## src/rtl/mem_fetch_pkg.sv

```systemverilog
// Shared types and constants for the byte-serial memory word fetcher.
//   fetch_state_t : fetcher FSM states
//   BYTE_W/ADDR_W/WORD_W/MAX_BYTES : datapath geometry
//   LANE_W : width of a byte-lane index within the assembled word
package mem_fetch_pkg;

  localparam int unsigned BYTE_W    = 8;
  localparam int unsigned ADDR_W    = 16;
  localparam int unsigned WORD_W    = 32;
  localparam int unsigned MAX_BYTES = 4;
  localparam int unsigned LANE_W    = $clog2(MAX_BYTES);

  typedef enum logic [1:0] {
    IDLE,
    REQ,
    DONE
  } fetch_state_t;

  // Byte lane for the count-th byte of a (len+1)-byte fetch.
  function automatic logic [LANE_W-1:0] byte_lane(input logic              big_endian,
                                                  input logic [LANE_W-1:0] len,
                                                  input logic [LANE_W-1:0] count);
    logic [LANE_W-1:0] diff;
    diff = len - count;
    return big_endian ? diff : count;
  endfunction

endpackage

```

## src/rtl/mem_fetch_assembler.sv

```systemverilog
// Holds the assembled data word and merges incoming bytes into it.
//   clk_i  : clock
//   rst_i  : asynchronous active-high reset, clears the word
//   clr_i  : synchronous clear (new fetch accepted); wins over we_i
//   we_i   : write byte_i into lane lane_i
//   lane_i : destination byte lane
//   byte_i : byte from memory
//   data_o : registered assembled word
module mem_fetch_assembler
  import mem_fetch_pkg::*;
(
  input  logic              clk_i,
  input  logic              rst_i,
  input  logic              clr_i,
  input  logic              we_i,
  input  logic [LANE_W-1:0] lane_i,
  input  logic [BYTE_W-1:0] byte_i,
  output logic [WORD_W-1:0] data_o
);

  logic [WORD_W-1:0] data_d, data_q;

  always_comb begin
    data_d = data_q;
    if (clr_i) begin
      data_d = '0;
    end else if (we_i) begin
      data_d[lane_i*BYTE_W +: BYTE_W] = byte_i;
    end
  end

  always_ff @(posedge clk_i or posedge rst_i) begin
    if (rst_i) begin
      data_q <= '0;
    end else begin
      data_q <= data_d;
    end
  end

  assign data_o = data_q;

endmodule

```

## src/rtl/mem_word_fetcher.sv

```systemverilog
// Reads 1-4 consecutive bytes from byte-wide memory and assembles them into a word.
//   Clock/Reset       : clock, asynchronous active-high reset
//   Start/Addr/Len    : fetch request (sampled in IDLE), start address, byte count - 1
//   MemData/MemReady  : memory read data and ready (accept + data valid this cycle)
//   MemAddr/MemRead   : registered memory address and read request
//   Data              : assembled word, upper unused bytes zero
//   Busy/Done         : fetch in progress / one-cycle completion pulse
module mem_word_fetcher
  import mem_fetch_pkg::*;
#(
  parameter bit BIG_ENDIAN = 1'b0
) (
  input  logic              Clock,
  input  logic              Reset,
  input  logic              Start,
  input  logic [ADDR_W-1:0] Addr,
  input  logic [LANE_W-1:0] Len,
  input  logic [BYTE_W-1:0] MemData,
  input  logic              MemReady,
  output logic [ADDR_W-1:0] MemAddr,
  output logic              MemRead,
  output logic [WORD_W-1:0] Data,
  output logic              Busy,
  output logic              Done
);

  fetch_state_t      state_d, state_q;
  logic [ADDR_W-1:0] ptr_d, ptr_q;
  logic [LANE_W-1:0] cnt_d, cnt_q;
  logic [LANE_W-1:0] len_d, len_q;
  logic              mem_read_d, mem_read_q;
  logic              busy_d, busy_q;
  logic              done_d, done_q;
  logic              clr;
  logic              we;
  logic [LANE_W-1:0] lane;

  // State register
  always_ff @(posedge Clock or posedge Reset) begin
    if (Reset) begin
      state_q    <= IDLE;
      ptr_q      <= '0;
      cnt_q      <= '0;
      len_q      <= '0;
      mem_read_q <= 1'b0;
      busy_q     <= 1'b0;
      done_q     <= 1'b0;
    end else begin
      state_q    <= state_d;
      ptr_q      <= ptr_d;
      cnt_q      <= cnt_d;
      len_q      <= len_d;
      mem_read_q <= mem_read_d;
      busy_q     <= busy_d;
      done_q     <= done_d;
    end
  end

  // Next-state and datapath control
  always_comb begin
    state_d = state_q;
    ptr_d   = ptr_q;
    cnt_d   = cnt_q;
    len_d   = len_q;
    clr     = 1'b0;
    we      = 1'b0;
    unique case (state_q)
      IDLE: begin
        if (Start) begin
          ptr_d   = Addr;
          len_d   = Len;
          cnt_d   = '0;
          clr     = 1'b1;
          state_d = REQ;
        end
      end
      REQ: begin
        if (MemReady) begin
          we = 1'b1;
          if (cnt_q == len_q) begin
            state_d = DONE;
          end else begin
            ptr_d = ptr_q + 16'd1;
            cnt_d = cnt_q + 2'd1;
          end
        end
      end
      DONE: begin
        state_d = IDLE;
      end
      default: begin
        state_d = IDLE;
      end
    endcase
  end

  // Outputs are registered: their next values are decoded from the next state
  always_comb begin
    mem_read_d = (state_d == REQ);
    busy_d     = (state_d != IDLE);
    done_d     = (state_d == DONE);
  end

  assign lane = byte_lane(BIG_ENDIAN, len_q, cnt_q);

  mem_fetch_assembler u_assembler (
    .clk_i  (Clock),
    .rst_i  (Reset),
    .clr_i  (clr),
    .we_i   (we),
    .lane_i (lane),
    .byte_i (MemData),
    .data_o (Data)
  );

  assign MemAddr = ptr_q;
  assign MemRead = mem_read_q;
  assign Busy    = busy_q;
  assign Done    = done_q;

endmodule

```

## config.mk

```make
export PLATFORM = sky130hd
export DESIGN_NAME = mem_word_fetcher
export DESIGN_NICKNAME = d
export VERILOG_FILES = /design/src/rtl/mem_fetch_pkg.sv /design/src/rtl/mem_fetch_assembler.sv /design/src/rtl/mem_word_fetcher.sv
export SDC_FILE = /design/constraint.sdc
export NUM_CORES = 1
export LEC_CHECK = 0
export ABC_AREA = 1
export CAP_MARGIN = 5
export CORE_MARGIN = 5
export CORE_UTILIZATION = 49
export CTS_CLUSTER_SIZE = 30
export DETAILED_ROUTE_END_ITERATION = 6
export PLACE_DENSITY = 0.81
export SYNTH_ARGS = -nofsm -noshare
export SYNTH_HDL_FRONTEND = slang
export SYNTH_HIERARCHICAL = 1
export SYNTH_SLANG_ARGS = --single-unit
```

## constraint.sdc

```tcl
create_clock -name Clock -period 1.9 [get_ports Clock]
set_input_delay 0.19 -clock Clock [delete_from_list [all_inputs] [get_ports Clock]]
set_output_delay 0.19 -clock Clock [all_outputs]
set_load 0.1 [all_outputs]
```

==> results_dict.tcl <==
set metrics [dict create \
    status "complete, no violations" \
    clock_latency_ns 0.33 \
    critPathSlowestCell "a21oi_1" \
    port_buffers 80 \
    p_per_area_nw_per_um2 1970 \
    ant_nets 0 \
    clock-root-buffer "clkbuf_8" \
    cts_made_buffers 9 \
    nNetsFinal 553 \
    grt_pass1_vias 2712 \
    synth_cells 425 \
    use_met2_pct 31.2 \
    area_delta_synth_final_pct 33.0 \
    hold_viol_final 0 \
    synth_flop_cell "dfrtp_1" \
    rows 28 \
    start_util_pct 50.9 \
    path_clk_slew_ns 0.07 \
    finalClockSkew_ns 0.00799 \
    slowest_delay_ns 0.52 \
    synthArstFlopShare_pct 100 \
    wirelength_mm 7.68 \
    multi_input_comb_area_sq_um 1430 \
    grt.overflow.total 0 \
    drive_above_1_share_pct 17.4 \
    cts_hold_buf 0 \
    cp-end-kind "flop" \
    timing.final.crit_share_pct 90.1 \
    critPathArrivalTime_ns 1.98 \
    synth-seq-area-share_pct 46.8 \
    slew_viol_final 0 \
    use_met1_pct 27.9 \
    grt_start_max_net_pins 33 \
    slew_headroom_pct 59.3 \
    cp.required_ns 2.17 \
    place.gp.congestion 0.866 \
    antenna_found_initial 0 \
    worstSetupPathType "reg2reg" \
    cts_tree "done" \
    max_cap_violations 0 \
    finalCriticalPeriod_ns 1.71 \
    dr.pass1.iters 5 \
    fin_total_pwr_mw 8.00 \
    grt_usage_pct 20.2 \
    die_area_sq_um 7900 \
    cts_buffer_depth 2 \
    synth-edff-count 0 \
    post_drt_wl_per_cell_um 12.9 \
    synth-seq-cells 57 \
    synth_area_per_cell_sq_um 7.17 \
    final_common_cell "nand2_1" \
    path_cells "inv_2 > nor2_8 > inv_2 > nor2_1 > buf_4 > a21oi_1 > nand2_1 > nand2_1" \
    cts-resized-gates 0 \
    worst_slew_pin_slew_ns 0.610 \
    whs_ns 0.241 \
    htreeDepth 3 \
    cp_max_fo 15 \
    num_vias 2967 \
    finalSetupViolCount 0 \
    busiest_layer "met2" \
    diodes 0 \
    via_per_inst 4.97 \
    clock_sinks 57 \
    drc 0 \
    postCtsSetupRepairBufs 0 \
    ios 81 \
    critPathLaunchType "flop" \
    ir_worst_vdd_uv 1790 \
    synthDistinctLibCells 22 \
    seq_area_sq_um 1430 \
    syn_area_sq_um 3050 \
    fmax_ghz 0.584 \
    yosys_warnings 6 \
    die_x_um 88.9 \
    coreArea_sq_um 5990 \
    layout_common_cells "198 x nand2_1, 59 x buf_4, 55 x nor2_1, 52 x dfrtp_1, 34 x inv_1" \
    grtUsageMet3_pct 4.19 \
    grt_pass1_wl_mm 12.4 \
    synth_fp_nets 461 \
    rsz0062_at_grt "false" \
    first_iter_violations 148 \
    hold_class "in2async" \
    leakage_nw 2.26 \
    fillers 504 \
    dpl.hpwl_mm 5.78 \
    die_height_um 88.9 \
]
-- where the power goes --
part           switching, mW  internal (mW)  total (mW)
clock network          0.522          0.748        1.27
logic                   3.65           1.11        4.76
registers              0.386           1.58        1.97
-- final cells by class --
cell class / count / share of cell area [%]
clock buffer: 9 / 3.06
clock inverter: 7 / 2.53
inverter: 38 / 3.52
multi-input combinational: 323 / 35.2
tap: 75 / 2.31
timing repair buffer: 88 / 18.1
sequential: 57 / 35.3
-- worst max-delay path, delay by kind of cell (launching register included) --
kind	cells	cell delay, ns
AND/OR/NAND/NOR	4	0.34
flip-flops	1	0.42
AO/OA/AOI/OAI	1	0.52
buffers and inverters	3	0.37
-- synthesized netlist by cell type, types with 2 or more instances --
library cell / instances / area (sq um)
nand3_1: 17 / 85.1
buf_2: 4 / 20.0
buf_6: 3 / 33.8
nand2_4: 2 / 22.5
xnor2_1: 4 / 35.0
o21ai_0: 12 / 60.1
a21oi_1: 7 / 35.0
nor2_1: 55 / 206
nand4_1: 10 / 62.6
xor2_1: 4 / 35.0
dfrtp_1: 57 / 1430
inv_1: 34 / 128
nor3_1: 2 / 10.0
nand2_1: 198 / 743
inv_2: 4 / 15.0
ha_1: 6 / 75.1
-- through the flow --
step | instances | worst slack (ns) | setup TNS (ns) | cell area, sq um | util [%]
after detailed placement | 581 | 0.0927 | 0 | 3830 | 63.9
after global routing | 597 | 0.0257 | 0 | 4050 | 67.7
after floorplan | 425 | -0.00299 | -0.00299 | 3050 | -
final | 597 | 0.188 | 0 | 4050 | 67.7
after CTS | 597 | 0.220 | 0 | 4050 | 67.7
after global placement | 581 | 0.180 | 0 | 3830 | 63.9
-- worst paths after layout --
check | slack [ns] | depth (start not counted) | from | to
setup reg to reg | 0.19 | 8 | state_q[0] | u_assembler/data_o[13]
hold / removal | 0.24 | 3 | Reset | MemAddr[0]
hold reg to reg | 0.48 | 2 | u_assembler/data_o[3] | u_assembler/data_o[3]
setup / recovery | 0.19 | 8 | state_q[0] | u_assembler/data_o[13]
max in group asynchronous | 1.34 | 3 | Reset | u_assembler/data_o[1]
min in group Clock | 0.44 | 3 | Len[1] | len_q[1]
-- flip-flops by register name (all words and copies together), names as in the netlist --
register            cells
Busy                    1
Done                    1
MemAddr                16
MemRead                 1
cnt_q                   2
len_q                   2
state_q                 2
u_assembler/data_o     32
-- routing by layer --
layer / wire length, um / part of all wire (%)
met1: 3500 / 46
met2: 3700 / 48
met3: 425 / 5.5
met4: 63 / 0.82
met5: 0 / 0
-- logic make-up (layout without fill, tap and decap cells) --
group	Yosys count	after routing	synth area share, %
xor+xnor	8	8	2.30
simple gates	289	289	38.7
flops	57	57	46.8
fa+ha+maj	6	6	2.46
buf+inv	45	142	6.44
compound gates	20	20	3.28
Power figures use the tool's default switching activity.
